## src/rtl/mem_bus_arbiter.sv

```systemverilog
// Shares the memory controller port between the CPU (default owner) and one DMA master.
// A DMA access takes memory CPU_SLICE cycles after the request and is acked one cycle later; the CPU is stalled via c_busy.
module mem_bus_arbiter #(
    parameter int CPU_SLICE = 4
) (
    input  logic        clk,
    input  logic        rst,
    input  logic [31:0] c_addr,
    input  logic [31:0] c_data_wr,
    input  logic        c_is_write,
    input  logic        c_lock,
    output logic [31:0] c_data_rd,
    output logic        c_busy,
    input  logic        d_req,
    input  logic        d_is_write,
    input  logic [31:0] d_addr,
    input  logic [31:0] d_data_wr,
    output logic        d_ack,
    output logic [31:0] d_data_rd,
    output logic [31:0] m_addr,
    output logic [31:0] m_data_wr,
    output logic        m_is_write,
    input  logic [31:0] m_data_rd,
    input  logic        m_busy,
    output logic        owner
);

    typedef enum logic {
        ST_CPU = 1'b0,
        ST_DMA = 1'b1
    } state_t;

    localparam logic [3:0] SAT_CNT = 4'(CPU_SLICE - 1);

    state_t      state_q, state_d;
    logic [3:0]  starve_q, starve_d;
    logic        d_ack_q, d_ack_d;
    logic [31:0] d_rd_q, d_rd_d;
    logic        grant;

    always_ff @(posedge clk or negedge rst) begin
        if (!rst) begin
            state_q  <= ST_CPU;
            starve_q <= 4'd0;
            d_ack_q  <= 1'b0;
            d_rd_q   <= 32'd0;
        end else begin
            state_q  <= state_d;
            starve_q <= starve_d;
            d_ack_q  <= d_ack_d;
            d_rd_q   <= d_rd_d;
        end
    end

    always_comb begin
        state_d  = state_q;
        starve_d = starve_q;
        d_ack_d  = 1'b0;
        d_rd_d   = d_rd_q;
        grant    = 1'b0;
        case (state_q)
            ST_CPU: begin
                grant = d_req && !d_ack_q && (starve_q == SAT_CNT)
                        && !m_busy && !c_is_write && !c_lock;
                if (grant) begin
                    state_d = ST_DMA;
                end
            end
            ST_DMA: begin
                state_d = ST_CPU;
                d_ack_d = 1'b1;
                if (!d_is_write) begin
                    d_rd_d = m_data_rd;
                end
            end
        endcase
        // The ack cycle counts as cycle 0 of a held request, so back-to-back accesses are CPU_SLICE+1 apart.
        if (!d_req || grant) begin
            starve_d = 4'd0;
        end else if (state_q == ST_CPU && starve_q != SAT_CNT) begin
            starve_d = starve_q + 4'd1;
        end
    end

    assign owner      = (state_q == ST_DMA);
    assign m_addr     = owner ? d_addr     : c_addr;
    assign m_data_wr  = owner ? d_data_wr  : c_data_wr;
    assign m_is_write = owner ? d_is_write : c_is_write;
    assign c_busy     = owner ? 1'b1       : m_busy;
    assign c_data_rd  = m_data_rd;
    assign d_ack      = d_ack_q;
    assign d_data_rd  = d_rd_q;

endmodule

```

## config.mk

```make
export PLATFORM = sky130hd
export DESIGN_NAME = mem_bus_arbiter
export DESIGN_NICKNAME = d
export VERILOG_FILES = /design/src/rtl/mem_bus_arbiter.sv
export SDC_FILE = /design/constraint.sdc
export NUM_CORES = 1
export LEC_CHECK = 0
export CAP_MARGIN = 20
export CORE_AREA = 3 3 116 118
export CTS_CLUSTER_SIZE = 24
export DETAILED_ROUTE_END_ITERATION = 6
export DIE_AREA = 0 0 119 121
export PLACE_DENSITY = 0.64
export SYNTH_ARGS = -nofsm -noshare
export SYNTH_HDL_FRONTEND = slang
export SYNTH_SLANG_ARGS = --single-unit
export TNS_END_PERCENT = 1
```

## constraint.sdc

```tcl
create_clock -name clk -period 1.2 [get_ports clk]
set_input_delay 0.24 -clock clk [delete_from_list [all_inputs] [get_ports clk]]
set_output_delay 0.24 -clock clk [all_outputs]
set_load 0.05 [all_outputs]
```

==> flow_metrics.tcl, run 1 <==
set metrics [dict create \
    holdCritPathClass "input pin to flop" \
    dr_total_vias 2671 \
    drtAntennaViolNets 0 \
    num_rows 41 \
    htreeDepth 2 \
    numCtsBuffers 5 \
    area_growth_pct 186 \
    crit_chain "buf_8 -> clkbuf_16 -> mux2_4 -> buf_12" \
    chipWidth_um 119 \
    antenna_found_initial 0 \
    hpwlAfterDp_um 10300 \
    worstPathMaxFanout 5 \
    min_period_over_period_pct 148 \
    synthAdderAreaFrac_pct 0.498 \
    rrSetupSlack_ps -330 \
    drv_slew 0 \
    pin_count 299 \
    synth_area_sq_mm 0.00251 \
    cp-start-kind "flop" \
    maxCapViolations 0 \
    clk_latency_ps 270 \
    critical_path_required_ps 960 \
    worst-path-buf-inv 3 \
    reg2reg_depth 5 \
    syn_avg_cell_area_sq_um 12.5 \
    yosysTopAreaCell "mux2_1" \
    synth_top_family_by_area "multiplexers" \
    cts_tree "done" \
    slew_headroom_pct 76.1 \
    hold_end "d_data_rd[25]$_DFFE_PN0P_" \
    gp_congestion 0.738 \
    remaining_drc_errors 0 \
    diodes 0 \
    crit_family "flip-flops" \
    grt_pass1_vias 2947 \
    synth_top_area_share_pct 43.0 \
    hold_slack_ps 313 \
    grt_start_max_net_pins 40 \
    r2r-end "d_data_rd[9]$_DFFE_PN0P_" \
    hp-start "m_data_rd[25]" \
    start_util_pct 20.0 \
    drt-vias-per-instance 4.08 \
    critical_path_class "flop to output pin" \
    clockBufferDepth 2 \
    fill_cells 996 \
    critPathArrivalTime_ps 1540 \
    peakVddDrop_uv 485 \
    p_leak_uw 0.00316 \
    clkTransAtPathRegs_ps 60 \
    wl_um 11900 \
    synth_seq_cells 38 \
    rsz0062_at_grt "yes" \
    die_h_um 121 \
    min_period_ps 1780 \
    dp_slack_ps -504 \
    worst_pin_slew_ps 357 \
    finish.utilization_pct 57.2 \
    dr.pass1.iters 3 \
    synthTopCellsByArea "mux2_1 43%, dfrtp_1 38%, buf_4 10%" \
    die-area_sq_mm 0.0144 \
    hold_depth 2 \
    cts_sinks 38 \
    p_per_area_mw_per_mm2 813 \
    setup_viol 104 \
    synth_compound_area_share_pct 1.59 \
    skew_ps 4.18 \
    synth_nets 369 \
    track_usage_pct 14.7 \
    grt_pass1_wl_um 16600 \
    wl_per_cell_um 18.1 \
    clock-root-buffer "clkbuf_16" \
    synth_simple_gate_area_share_pct 3.74 \
    ys_warn_count 0 \
    crit_path_top_delay_cell "dfrtp_4" \
    yosysSeqAreaShare_pct 37.8 \
    slowest_delay_ps 490 \
    synth.area.mux_share_pct 43.5 \
    finalNetCount 650 \
    core_sq_mm 0.0126 \
    r2r_start "owner$_DFF_PN0_" \
    status "complete, but fails checks" \
    post-place-cells 638 \
    max_freq_mhz 562 \
    endpoint_kind "output pin" \
    ys_types 26 \
    layout-drive-gt1-share_pct 47.8 \
    fin_ws_ps -580 \
    failed_checks "setup timing" \
    io_buffers 298 \
    synthCells 201 \
    hold_violations 0 \
    power_uw 5840 \
    synth_xor_area_share_pct 0.349 \
    drt_iter0_markers 38 \
    overflow 0 \
    fin_cells 655 \
]
==> worst max-delay path by stage <==
stage               startpoint                       to  slack [ps]  depth (start not counted)
5_1_grt        owner$_DFF_PN0_            m_data_wr[10]        -620                          4
3_5_place_dp        c_is_write  starve_q[1]$_DFFE_PN0P_        -500                          4
3_3_place_gp        c_is_write  starve_q[1]$_DFFE_PN0P_        -470                          4
4_1_cts        owner$_DFF_PN0_               m_addr[14]        -580                          3
6_report       owner$_DFF_PN0_               m_addr[21]        -580                          4
2_1_floorplan  owner$_DFF_PN0_                m_addr[0]        -470                          3
==> power by group <==
group | switching (uW) | internal [uW] | total (uW)
registers | 99.2 | 1380 | 1480
logic | 1430 | 1650 | 3080
clock network | 461 | 823 | 1280
total | 1990 | 3860 | 5840
==> flip-flops by register name, summed over array words and instances, names as in the netlist <==
signal	flops
d_data_rd	32
starve_q	4
d_ack	1
owner	1
==> through the flow <==
| stage | setup TNS, ps | instance area (sq um) |
|---|---|---|
| 2_1_floorplan | -40610 | 2510 |
| 3_3_place_gp | -29050 | 6850 |
| 3_5_place_dp | -29980 | 6850 |
| 4_1_cts | -43310 | 7010 |
| 5_1_grt | -52000 | 7190 |
| 6_report | -47510 | 7190 |
==> placed cells by master (no fill, tap or decap), types with 2 or more instances in the layout <==
cell               n
clkbuf_16          7
inv_1              2
buf_6              3
mux2_1            32
mux2_4             3
clkdlybuf4s50_1  150
dlygate4sd2_1      7
buf_8              2
dfrtp_1           36
buf_4              7
mux2_2            62
o211ai_1           2
dlymetal6s2s_1     8
buf_12           137
==> cell type report <==
class | count | area (sq um) | area share, %
clock buffer | 7 | 143 | 1.98
clock inverter | 1 | 5.00 | 0.0696
inverter | 2 | 7.51 | 0.104
multi-input combinational | 117 | 1280 | 17.8
sequential | 38 | 956 | 13.3
tap | 172 | 215 | 2.99
timing repair buffer | 318 | 4590 | 63.8
==> worst reg2reg max path, delay by kind of cell, from the launching register on <==
family,cells,cell delay (ps)
DFF,1,490
buffers and inverters,3,450
and+or+nand+nor,1,120
muxes,1,340
==> cell usage after synthesis (all sizes together) <==
master   number
mux2         97
buf          43
dfrtp        38
inv           2
o211ai        2
or4b          2
a21oi         1
a31oi         1
clkbuf        1
ha            1
nand2         1
nand3         1
nand3b        1
nand4b        1
nor2          1
nor2b         1
nor3b         1
nor4b         1
o2111ai       1
o21ai         1
or2           1
or3           1
xor2          1
==> kinds of logic (layout without fill, tap and decap cells) <==
family | Yosys count | count (layout)
simple gates | 12 | 12
fa+ha+maj | 1 | 1
buf+inv | 46 | 328
compound gates | 6 | 6
mux | 97 | 97
xor+xnor | 1 | 1
flops | 38 | 38
==> routing by layer <==
metal / wire, um / vias to the layer above / global-route usage, % / share of wire, %
met4: 281 / 0 / 3.77 / 2.4
met1: 3640 / 1244 / 14.3 / 31
met5: 0 / - / 0 / 0
met2: 6810 / 166 / 28.6 / 57
met3: 1130 / 10 / 5.83 / 9.5
li1: - / 1251 / - / -
==> timing repair <==
item	4_1_cts	5_1_grt
endpoints found under the setup margin	109	112
hold buffers	1	0
buffers inserted	0	3
pin swaps	2	0
gates resized for setup	9	24
hold endpoints to repair	38	0
cloned	0	5
Note: power is estimated with default switching activity, not from simulation.
==> run 2: changes to the inputs <==
--- a/config.mk
+++ b/config.mk
@@ -11,6 +11,7 @@
 export DETAILED_ROUTE_END_ITERATION = 6
 export DIE_AREA = 0 0 119 121
 export PLACE_DENSITY = 0.64
+export REMOVE_ABC_BUFFERS = 1
 export SYNTH_ARGS = -nofsm -noshare
 export SYNTH_HDL_FRONTEND = slang
 export SYNTH_SLANG_ARGS = --single-unit
==> flow_metrics.tcl, run 2 (synthesis gave the netlist of run 1 again) <==
set metrics [dict create \
    status "complete, but fails checks" \
    p_per_area_mw_per_mm2 829 \
    power_uw 5660 \
    seq_power_share_pct 26.2 \
    chipWidth_um 119 \
    clockBufferDepth 2 \
    setup_viol 104 \
    worst_pin_slew_ps 308 \
    grt_start_max_net_pins 33 \
    fin_tns_setup_ps -49380 \
    clock-root-buffer "clkbuf_16" \
    maxCapViolations 0 \
    min_period_over_period_pct 151 \
    hold_slack_ps 311 \
    skew_ps 5.20 \
    area_growth_pct 172 \
    holdCritPathClass "input pin to flop" \
    num_rows 41 \
    critPathArrivalTime_ps 1570 \
    die_h_um 121 \
    numCtsBuffers 5 \
    endpoint_kind "output pin" \
    slew_headroom_pct 79.5 \
    core_sq_mm 0.0126 \
    wl_per_cell_um 17.8 \
    overflow 0 \
    critical_path_required_ps 960 \
    grt_pass1_wl_um 16300 \
    antenna_found_initial 0 \
    rsz0062_at_grt "yes" \
    pin_count 299 \
    track_usage_pct 14.3 \
    gp_congestion 0.788 \
    final_area_sq_mm 0.00683 \
    grt_pass1_vias 2966 \
    failed_checks "setup timing" \
    clk_latency_ps 280 \
    p_switching_uw 1970 \
    placed_area_sq_mm 0.00609 \
    fin_ws_ps -610 \
    peakVddDrop_uv 533 \
    drt-vias-per-instance 4.11 \
    p_sw_share_pct 34.9 \
    final_common_cell "clkdlybuf4s50_1" \
    mostFrequentLayoutCells "153 x clkdlybuf4s50_1, 72 x buf_12, 68 x buf_6" \
    io_buffers 298 \
    die-area_sq_mm 0.0144 \
    hpwlAfterDp_um 9290 \
    drtAntennaViolNets 0 \
    p_int_uw 3690 \
    cts_sinks 38 \
    clkTransAtPathRegs_ps 60 \
    dp_slack_ps -499 \
    dr.pass1.iters 4 \
    wl_um 11800 \
    drv_slew 0 \
    p_clk_share_pct 23.2 \
    dr_total_vias 2715 \
    worstPathMaxFanout 7 \
    largest_register_ffs 32 \
    power_frac_comb_pct 50.6 \
    cts_tree "done" \
    drt_iter0_markers 59 \
    htreeDepth 2 \
    finalNetCount 655 \
    hold_violations 0 \
    layout-drive-gt1-share_pct 47.7 \
    diodes 0 \
    cp-start-kind "flop" \
    min_period_ps 1810 \
    critical_path_class "flop to output pin" \
    max_freq_mhz 552 \
    start_util_pct 20.0 \
    p_leak_uw 0.00307 \
    remaining_drc_errors 0 \
]
==> run 2: area by class of cell <==
type | instances | area, sq um
clock buffer | 6 | 139
clock inverter | 2 | 12.5
fill | 1052 | 5740
inverter | 2 | 7.51
multi-input combinational | 117 | 1450
sequential | 38 | 955
tap | 172 | 215
timing repair buffer | 323 | 4050
==> run 2: critical path: stages, from the launching register on <==
cell and delay [ps]:
dfrtp_4 490, buf_12 160, clkbuf_16 170, mux2_4 300, buf_6 160
==> run 2: worst paths after layout <==
| kind | cells after the start | slack (ps) | endpoint | startpoint |
|---|---|---|---|---|
| setup / recovery | 4 | -610 | m_addr[23] | owner$_DFF_PN0_ |
| min in group asynchronous | 2 | 400 | d_data_rd[26]$_DFFE_PN0P_ | rst |
| hold / removal | 2 | 310 | d_data_rd[20]$_DFFE_PN0P_ | m_data_rd[20] |
| hold reg to reg | 1 | 550 | d_data_rd[25]$_DFFE_PN0P_ | d_data_rd[25]$_DFFE_PN0P_ |
| max in group asynchronous | 3 | 350 | owner$_DFF_PN0_ | rst |
| setup reg to reg | 5 | -330 | d_data_rd[17]$_DFFE_PN0P_ | owner$_DFF_PN0_ |
==> run 2: through the flow <==
| step | utilization (%) | std cells |
|---|---|---|
| 3_5_place_dp | 48.4 | 644 |
| 3_3_place_gp | 48.4 | 644 |
| 2_1_floorplan | - | 157 |
| 4_1_cts | 51.5 | 653 |
| 5_1_grt | 54.3 | 660 |
| 6_report | 54.3 | 660 |
==> run 2: power groups by stage <==
stage	Combinational (uW)	Sequential (uW)	Clock (uW)
global route	2960	1500	1430
CTS	2770	1490	1360
global placement	2660	1500	0
detailed placement	2680	1510	0
finish	2870	1480	1310
floorplan	641	1780	0
==> run 2: what timing repair did <==
item                                    CTS  global route
endpoints found under the setup margin  108           109
buffers inserted                          0             2
endpoints found under the hold margin    12             0
pin swaps                                 2             0
cloned                                    0             5
hold buffers                              1             0
gates resized for setup                  71            75
==> run 2: per-layer routing <==
metal	GRT usage [%]	vias to the layer above	part of all wire [%]
li1	-	1256	-
met1	14.1	1319	34
met2	29.0	131	58
met3	4.10	9	7.1
met4	2.97	0	0.81
met5	0	-	0
==> variant (settings of run 1) <==
Reset style: synchronous (`rst`), changed in one clocked block.
--- a/src/rtl/mem_bus_arbiter.sv
+++ b/src/rtl/mem_bus_arbiter.sv
@@ -38,7 +38,7 @@
     logic [31:0] d_rd_q, d_rd_d;
     logic        grant;
 
-    always_ff @(posedge clk or negedge rst) begin
+    always_ff @(posedge clk) begin
         if (!rst) begin
             state_q  <= ST_CPU;
             starve_q <= 4'd0;
Function: differs if rst is asserted again (counterexample within 10 cycles, from zero or initial values and one cycle with rst low); with rst held inactive, the same outputs for 10 cycles.
==> variant against run 1 <==
The flow still finishes with violations (negative setup slack); area after synthesis down 4.5%; worst setup slack better by 0.10 ns; sequential power down 15%; sequential cell count unchanged; via count up 15%; worst hold slack worse by 0.013 ns; wire length up 13%; maximum frequency up 6.1%; total power down 15%; final area up 4.2%; critical path depth up 1; combinational power down 26%; count of clock-buffer cells in the layout up 1; critical path type unchanged; largest cell class unchanged; highest routed layer is now met5.
==> variant: results (changes against run 1) <==
Logic synthesis
  – Seq/Total Area, Yosys: 31.70% (was 37.85%)
  – Post-Syn Nets: 442 (was 369)
  – Post-synthesis async set-or-reset flop share: 0% (was 100.0%)
  – Unique masters post-synth: 27 (was 26)
  – Top cells by count, synth: nand2_1, mux2_2, dfxtp_1 (was mux2_1, dfrtp_1, buf_4)
  – Post-synth top flop: dfxtp_1 (was dfrtp_1)
  – Dominant cells by area after synthesis: dfxtp_1, mux2_2, nand2_1, buf_4, a21oi_1 (was mux2_1, dfrtp_1, buf_4, buf_2, nor4b_2)

Finish
  – Layout cells sized above 1: 44.82% (was 47.83%)

GRT
  – Initial antenna violation count: 1 (was 0)
  – First-pass GRT wire length: 19070 µm (was 16620 µm)
  – Gr usage total: 16.97% (was 14.71%)
  – Largest net degree at the start of global routing: 34 (was 40)

Outcome
  – Status: finished with violations (unchanged)
  – Violated checks: negative setup slack (unchanged)

Power and ir drop
  – P_leak: 3.038 nW (was 3.161 nW)
  – Max VDD drop: 564.8 µV (was 485.3 µV)

Drt
  – Avg WL per Cell: 18.37 µm (was 18.10 µm)
  – DR vias: 3060 (was 2671)
  – 1st-iter DRT viols: 75 (was 38)
  – First-pass iteration count of the detailed router: 4 (was 3)

Worst setup path
  – CP top delay family: buffers and inverters (was flip-flops)
  – Arr. time, crit path: 1.44 ns (was 1.54 ns)
  – Critical R2R Launch: owner (unchanged)
  – Slowest stage delay, CP: 0.37 ns (was 0.49 ns)
  – Crit-path max FO: 7 (was 5)
  – FF-to-FF setup slack: -0.31 ns (was -0.33 ns)
  – Worst r2r dst: starve_q[2] (was d_data_rd[9])
  – Slowest-stage cell, CP: dfxtp_4 (was dfrtp_4)
  – Worst-case reg-to-reg path depth: 5 (unchanged)

STA
  – Worst-margin pin slew: 0.2103 ns (was 0.3574 ns)
  – Fin Setup TNS: -36.99 ns (was -47.51 ns)
  – Final Setup Violations: 104 (unchanged)
  – Worst setup margin: -0.4782 ns (was -0.5802 ns)
  – FMAX: 0.5959 GHz (was 0.5617 GHz)

Hold path
  – Worst hold path startpoint: m_data_rd[28] (was m_data_rd[25])
  – Min-delay worst type: in2reg (unchanged)
  – Hold Crit Endpoint: d_data_rd[28] (was d_data_rd[25])
  – Hold Crit Depth: 3 (was 2)

Placement
  – GP Congestion: 0.8102 (was 0.7379)
  – Post-DP Area: 6972 µm² (was 6849 µm²)
  – Dpl hpwl: 11000 µm (was 10270 µm)
## variant: changes by cell type in the layout (fill, tap and decap cells not counted), sizes merged, moves of 5 or more
cell | before | now
mux2 | 97 | 65
dfxtp | 0 | 38
nand2 | 1 | 66
dlygate4sd2 | 7 | 2
clkdlybuf4s50 | 150 | 162
buf | 150 | 158
a21oi | 1 | 34
dfrtp | 38 | 0
dlymetal6s2s | 8 | 2
## variant: final cells by class
class                   instances  area, µm²
fillers                      1014       5072
repair buffers                328       4742
multi-input cells             184       1608
flip-flops and latches         38      765.7
well taps                     172      215.2
clock buffers                   8      157.7
inverters                       2      7.507
## variant: how the worst max path moves through the flow
stage	slack, ns	depth (start not counted)	startpoint	endpoint
after global placement	-0.41	4	c_is_write	starve_q[0]
after detailed placement	-0.40	4	d_req	starve_q[1]
after global routing	-0.51	5	owner	c_busy
after CTS	-0.50	3	owner	m_data_wr[23]
after floorplan	-0.19	3	owner	m_addr[0]
final	-0.48	5	owner	c_busy
## variant: logic make-up after synthesis
kind of cell,count (synthesis),synth area share (%)
and+or+nand+nor,78,14.34
DFF,38,31.70
xor gates and xnor gates,1,0.3650
muxes,65,30.50
buffers and inverters,52,14.02
adders and majority gates,1,0.5213
AOI/OAI and AO/OA,39,8.550
## variant: where the power goes
group          leakage [nW]  internal (W)  switching (W)
registers             0.308       0.00126     0.00000213
clock network        0.0763      0.000899       0.000514
logic                  2.65       0.00129       0.000993
## variant: repair_timing
action                     CTS  global route
setup endpoints to repair  106           106
gates cloned                 0             6
gates resized for setup      6            34
pin swaps                    0            19
buffers inserted             0             8
## variant: layer usage
layer | vias to the layer above | track usage (%) | routed length (µm)
li1 | 1464 | - | -
met1 | 1421 | 19.26 | 4966
met2 | 158 | 30.27 | 7072
met3 | 15 | 6.340 | 1180
met4 | 2 | 3.765 | 211
met5 | - | 0 | 13
## variant: tightest hold or removal path, stage by stage
cell            delay (ns)
dlymetal6s2s_1        0.16
nand2_1               0.07
a21oi_1               0.05
## variant: metrics by stage
stage | std cells | worst slack, ns
2_1_floorplan | 274 | -0.1894
3_3_place_gp | 710 | -0.4105
3_5_place_dp | 710 | -0.3966
4_1_cts | 718 | -0.5049
5_1_grt | 732 | -0.5079
6_report | 732 | -0.4782
